==> src/rtl/spi_types_pkg.sv <==
// Shared SPI types: transaction modes for spi_controller and arbiter FSM states.
// Imported by every block that talks to the shared controller.
package spi_types;

    typedef enum logic [2:0] {
        WRITE_8  = 3'd0,
        WRITE_16 = 3'd1,
        WRITE_24 = 3'd2,
        READ_8   = 3'd3,
        READ_16  = 3'd4,
        READ_24  = 3'd5
    } spi_transaction_t;

    typedef enum logic [1:0] {
        S_IDLE  = 2'd0,
        S_OWNED = 2'd1,
        S_BUSY  = 2'd2
    } spi_arb_state_t;

    localparam int unsigned SPI_TX_W = 16;
    localparam int unsigned SPI_RX_W = 24;

    // One-hot encoding of a 2-port index: 0 -> 01, 1 -> 10.
    function automatic logic [1:0] port_onehot(input logic idx);
        return {idx, ~idx};
    endfunction

endpackage

==> src/rtl/spi_bus_arbiter_rr_pick2.sv <==
// Combinational 2-way round-robin picker; on a tie the port that was not
// granted last wins. Shared with the VRAM port sharing logic.
module rr_pick2 (
    input  logic [1:0] req,
    input  logic       last,
    output logic [1:0] gnt
);

    always_comb begin
        gnt = 2'b00;
        case (req)
            2'b01:   gnt = 2'b01;
            2'b10:   gnt = 2'b10;
            2'b11:   gnt = last ? 2'b01 : 2'b10;
            default: gnt = 2'b00;
        endcase
    end

endmodule

==> src/rtl/spi_bus_arbiter.sv <==
// Shares one spi_controller between the display (port 0) and a secondary
// client (port 1): round-robin grant, locked bursts capped at MAX_HOLD.
//
// state   | meaning
// S_IDLE  | no owner, arbitrate among valid requesters
// S_OWNED | owner drives the controller and may issue
// S_BUSY  | accepted transaction in flight, waiting for i_ready
module spi_bus_arbiter
    import spi_types::*;
#(
    parameter int unsigned MAX_HOLD = 64
) (
    input  logic                  clk,
    input  logic                  rst,

    input  logic                  r0_valid,
    output logic                  r0_ready,
    input  spi_transaction_t      r0_mode,
    input  logic [SPI_TX_W-1:0]   r0_data,
    input  logic                  r0_dc,
    input  logic                  r0_lock,
    output logic                  r0_o_valid,
    output logic [SPI_RX_W-1:0]   r0_o_data,
    input  logic                  r0_o_ready,

    input  logic                  r1_valid,
    output logic                  r1_ready,
    input  spi_transaction_t      r1_mode,
    input  logic [SPI_TX_W-1:0]   r1_data,
    input  logic                  r1_dc,
    input  logic                  r1_lock,
    output logic                  r1_o_valid,
    output logic [SPI_RX_W-1:0]   r1_o_data,
    input  logic                  r1_o_ready,

    output spi_transaction_t      spi_mode,
    output logic                  i_valid,
    output logic [SPI_TX_W-1:0]   i_data,
    input  logic                  i_ready,
    input  logic                  o_valid,
    input  logic [SPI_RX_W-1:0]   o_data,
    output logic                  o_ready,

    output logic                  data_commandb,
    output logic [1:0]            grant
);

    localparam int unsigned        HOLD_W     = $clog2(MAX_HOLD + 1);
    localparam logic [HOLD_W-1:0]  HOLD_LIMIT = HOLD_W'(MAX_HOLD);

    spi_arb_state_t     state_q, state_d;
    logic               owner_q, owner_d;
    logic               last_grant_q, last_grant_d;
    logic [HOLD_W-1:0]  hold_q, hold_d;
    logic               rd_owner_q, rd_owner_d;
    logic               dc_q, dc_d;
    logic               first_busy_q, first_busy_d;

    logic [1:0]             pick;
    logic                   own_valid;
    logic                   own_lock;
    logic                   own_dc;
    logic [SPI_TX_W-1:0]    own_data;
    spi_transaction_t       own_mode;

    rr_pick2 u_pick (
        .req  ({r1_valid, r0_valid}),
        .last (last_grant_q),
        .gnt  (pick)
    );

    always_comb begin
        own_valid = owner_q ? r1_valid : r0_valid;
        own_lock  = owner_q ? r1_lock  : r0_lock;
        own_dc    = owner_q ? r1_dc    : r0_dc;
        own_data  = owner_q ? r1_data  : r0_data;
        own_mode  = owner_q ? r1_mode  : r0_mode;
    end

    assign i_data   = own_data;
    assign spi_mode = own_mode;
    assign grant    = (state_q == S_IDLE) ? 2'b00 : port_onehot(owner_q);

    always_comb begin
        state_d       = state_q;
        owner_d       = owner_q;
        last_grant_d  = last_grant_q;
        hold_d        = hold_q;
        rd_owner_d    = rd_owner_q;
        dc_d          = dc_q;
        first_busy_d  = 1'b0;
        i_valid       = 1'b0;
        r0_ready      = 1'b0;
        r1_ready      = 1'b0;
        data_commandb = 1'b1;

        case (state_q)
            S_IDLE: begin
                if (pick != 2'b00) begin
                    owner_d = pick[1];
                    hold_d  = '0;
                    state_d = S_OWNED;
                end
            end

            S_OWNED: begin
                i_valid       = own_valid;
                data_commandb = own_dc;
                if (own_valid && i_ready) begin
                    r0_ready     = ~owner_q;
                    r1_ready     = owner_q;
                    dc_d         = own_dc;
                    rd_owner_d   = owner_q;
                    hold_d       = (hold_q == HOLD_LIMIT) ? hold_q : hold_q + 1'b1;
                    first_busy_d = 1'b1;
                    state_d      = S_BUSY;
                end else if (!own_valid && !own_lock) begin
                    last_grant_d = owner_q;
                    state_d      = S_IDLE;
                end
            end

            S_BUSY: begin
                data_commandb = dc_q;
                // i_ready is still the accept-cycle value on the first busy cycle
                if (!first_busy_q && i_ready) begin
                    if (own_lock && (hold_q < HOLD_LIMIT)) begin
                        state_d = S_OWNED;
                    end else begin
                        last_grant_d = owner_q;
                        state_d      = S_IDLE;
                    end
                end
            end

            default: begin
                state_d = S_IDLE;
            end
        endcase
    end

    always_ff @(posedge clk) begin
        if (rst) begin
            state_q      <= S_IDLE;
            owner_q      <= 1'b0;
            last_grant_q <= 1'b1;
            hold_q       <= '0;
            rd_owner_q   <= 1'b0;
            dc_q         <= 1'b1;
            first_busy_q <= 1'b0;
        end else begin
            state_q      <= state_d;
            owner_q      <= owner_d;
            last_grant_q <= last_grant_d;
            hold_q       <= hold_d;
            rd_owner_q   <= rd_owner_d;
            dc_q         <= dc_d;
            first_busy_q <= first_busy_d;
        end
    end

    // Read data follows the port that issued the most recent accepted request.
    assign r0_o_valid = o_valid & ~rd_owner_q;
    assign r1_o_valid = o_valid &  rd_owner_q;
    assign r0_o_data  = o_data;
    assign r1_o_data  = o_data;
    assign o_ready    = rd_owner_q ? r1_o_ready : r0_o_ready;

endmodule

==> config.mk <==
export PLATFORM = sky130hd
export DESIGN_NAME = spi_bus_arbiter
export DESIGN_NICKNAME = d
export VERILOG_FILES = /design/src/rtl/spi_types_pkg.sv /design/src/rtl/spi_bus_arbiter_rr_pick2.sv /design/src/rtl/spi_bus_arbiter.sv
export SDC_FILE = /design/constraint.sdc
export NUM_CORES = 1
export LEC_CHECK = 0
export BUFFER_PORTS_ARGS = -buffer_cell sky130_fd_sc_hd__clkbuf_2
export CORE_MARGIN = 3
export CORE_UTILIZATION = 37
export CTS_BUF_LIST = sky130_fd_sc_hd__clkbuf_16
export DETAILED_ROUTE_END_ITERATION = 12
export HOLD_SLACK_MARGIN = 0.12
export PLACE_DENSITY = 0.93
export SLEW_MARGIN = 5
export SYNTH_ARGS = -nofsm -noshare
export SYNTH_HDL_FRONTEND = slang
export SYNTH_SLANG_ARGS = --single-unit
==> constraint.sdc <==
create_clock -name clk -period 2.3 [get_ports clk]
set_clock_uncertainty 0.1 [all_clocks]
set_input_delay 0.23 -clock clk [delete_from_list [all_inputs] [get_ports clk]]
set_output_delay 0.23 -clock clk [all_outputs]
set_load 0.03 [all_outputs]
==> metrics.md <==
| Metric | Value |
|---|---|
| RSZ-0062 raised after global routing | `false` |
| Die height | `70.4 microns` |
| Actual slew at the worst max-slew pin | `0.525 ns` |
| Worst R2R Setup Slack | `0.19 ns` |
| Hold Path Class | `primary input to flip-flop` |
| Peak VDD IR | `0.000278 V` |
| Seq cells post-synth | `14` |
| Setup Crit Path Kind | `flip-flop to flip-flop` |
| Final nets | `298` |
| Most common cell after layout, fill and taps aside | `clkbuf_2` |
| First-pass iteration count of the detailed router | `4` |
| Core Area | `3830 sq um` |
| Crit end category | `flip-flop` |
| Initial antenna violation count | `0` |
| Max_cap viols | `0` |
| CTS tree | `yes` |
| PortBufs | `77` |
| Mapped Cells | `186` |
| Most frequent cells in the layout | `clkbuf_2, mux2_2, dfxtp_1, inv_1, nor2_1` |
| Worst EP required | `2.38 ns` |
| Total die area | `4960 sq um` |
| DRC Markers | `0` |
| Tmin final | `2.11 ns` |
| Top_reg_cell synth | `dfxtp_1` |
| Mapped Area | `1540 sq um` |
| Seq/Total Area, Yosys | `18.3%` |
| Crit path max fanout | `8` |
| Synth Area per Inst | `8.25 sq um` |
| Via count | `1,418` |
| Fin area | `1700 sq um` |
| Htree depth | `1` |
| Drt first-iter violations | `109` |
| Gr usage total | `15.9%` |
| Clk pin slew, worst setup/hold paths | `0.05 ns` |
| Pwr dens | `744 nW/um^2` |
| Critical Path AT | `2.19 ns` |
| Hold Fails Final Rpt | `0` |
| Drt wl/cell | `15.2 microns` |
| Clock root buffer | `clkbuf_16` |
| Clk buf depth | `2` |
| CTS buffer count | `3` |
| Crit-path cells | `inv_1, ha_1, nor3b_1, a211o_1, or4_1, a21boi_1` |
| Global-route wire length before repair | `6340 microns` |
| Status | `finished clean` |
| Final Cycle Share | `91.7%` |
| Die X | `70.4 microns` |
| Post-synth ARST share | `0%` |
| Worst skew pair latency | `0.25 ns` |
| Gr ovfl total | `0` |
| Starting Density | `40.1%` |
| Final Setup Violations | `0` |
| Diodes inserted | `0` |
| Core Rows | `22` |
| Area after DPL | `1620 sq um` |
| Routability cong. | `0.869` |
| Slowest cell delay on critical path | `0.49 ns` |
| Routed Antenna Nets | `0` |
| Post-Route WL | `4030 microns` |
| Max-Slew Margin vs Limit | `64.8%` |
| Largest net degree at the start of global routing | `17` |
| Synth area leaders | `buf_4, dfxtp_1, mux2_2` |
| Post-synth EDFFs | `0` |
| Hold WS | `0.215 ns` |
| DR vias/cell | `5.35` |
| CTS Sinks | `14` |
| End-of-flow core utilization | `44.4%` |
| Synth area leader | `buf_4` |
| Ports | `150` |
| Post-DP HPWL | `3340 microns` |
| Setup Buffers After CTS | `0` |
| Slowest cell on the critical path | `or4_1` |
| Syn. warnings | `0` |
| Vias in the first global route | `1,417` |
| Yosys top cell area share | `23.5%` |
| P_leak | `0.817 nW` |
| Layout cells sized above 1 | `50.7%` |
| Max Clock Freq | `0.474 GHz` |
| CP Launch Type | `flip-flop` |
| Area growth syn-to-layout | `10.7%` |
| Max-slew violations | `0` |
| Syn nets | `266` |
| Sum Neg Setup Slack | `0 ns` |
| Yosys cell types | `39` |
-- layer usage --
metal  track usage (%)  vias to the layer above  wire length, microns  part of all wire, %
li1                  -                      664                     -                    -
met1              15.6                      661                  1400                   35
met2              30.2                       85                  2200                   55
met3              6.04                        8                   360                  8.9
met4              4.89                        0                    62                  1.5
met5                 0                        -                     0                    0
-- area by class of cell --
cell class                      instances  area (sq um)
Tap cell                               48          60.1
Clock buffer                            3          75.1
Clock inverter                          1          3.75
Multi-Input combinational cell        106           820
Fill cell                             363          2130
Inverter                               12          45.0
Timing Repair Buffer                   81           415
Sequential cell                        14           280
-- timing repair --
action | in CTS | in global routing
setup endpoints to repair | 0 | 1
hold buffers | 0 | 0
gates resized for setup | 0 | 1
-- kinds of logic (layout without fill, tap and decap cells) --
| logic type | Yosys count | in the layout | share of synthesized area, % |
|---|---|---|---|
| buffers and inverters | 66 | 97 | 28.5 |
| adder cells (fa/ha/maj) | 6 | 6 | 4.89 |
| flip-flops | 14 | 14 | 18.3 |
| multiplexers | 27 | 27 | 19.5 |
| AND/OR/NAND/NOR | 47 | 47 | 17.3 |
| AO/OA/AOI/OAI | 26 | 26 | 11.6 |
-- worst paths after layout --
check	start	to	depth (start not counted)
worst max-delay path	state_q[0]$_SDFFE_PP0P_	hold_q[5]$_SDFFE_PP0P_	6
worst min-delay path	rst	state_q[1]$_SDFFE_PP0P_	2
worst max register to register	state_q[0]$_SDFFE_PP0P_	hold_q[5]$_SDFFE_PP0P_	6
worst min register to register	last_grant_q$_SDFFE_PP1P_	last_grant_q$_SDFFE_PP1P_	1
-- cell usage after synthesis, drive strengths merged (3+ instances only) --
master / n
ha: 6
nor2: 11
and4: 3
or4: 3
mux2: 23
mux2i: 4
nand2: 7
a31oi: 3
nand3: 7
a21oi: 5
o21ai: 4
buf: 52
dfxtp: 14
inv: 12
nand4: 3
a211o: 3
-- state kept, by name (all words and copies together), names as in the netlist --
name          cells
dc_q              1
first_busy_q      1
hold_q            7
last_grant_q      1
owner_q           1
rd_owner_q        1
state_q           2
-- critical path, delay by kind of cell, from the launching register on --
family	cells	cell delay, ns
simple gates	2	0.69
compound gates	2	0.48
flops	1	0.39
fa+ha+maj	1	0.30
buf+inv	1	0.08
-- stage by stage --
step / setup WS [ns] / power, mW / instances
2_1_floorplan: 0.130 / 0.898 / 186
3_5_place_dp: 0.220 / 0.924 / 261
3_3_place_gp: 0.308 / 0.907 / 261
6_report: 0.192 / 1.26 / 265
5_1_grt: 0.0755 / 1.34 / 265
4_1_cts: 0.137 / 1.27 / 265
-- power breakdown --
part           switching, mW  internal (mW)
Clock                  0.104          0.230
Sequential            0.0226          0.266
Combinational          0.397          0.244
Total                  0.524          0.740
Note: power is estimated with default switching activity, not from simulation.
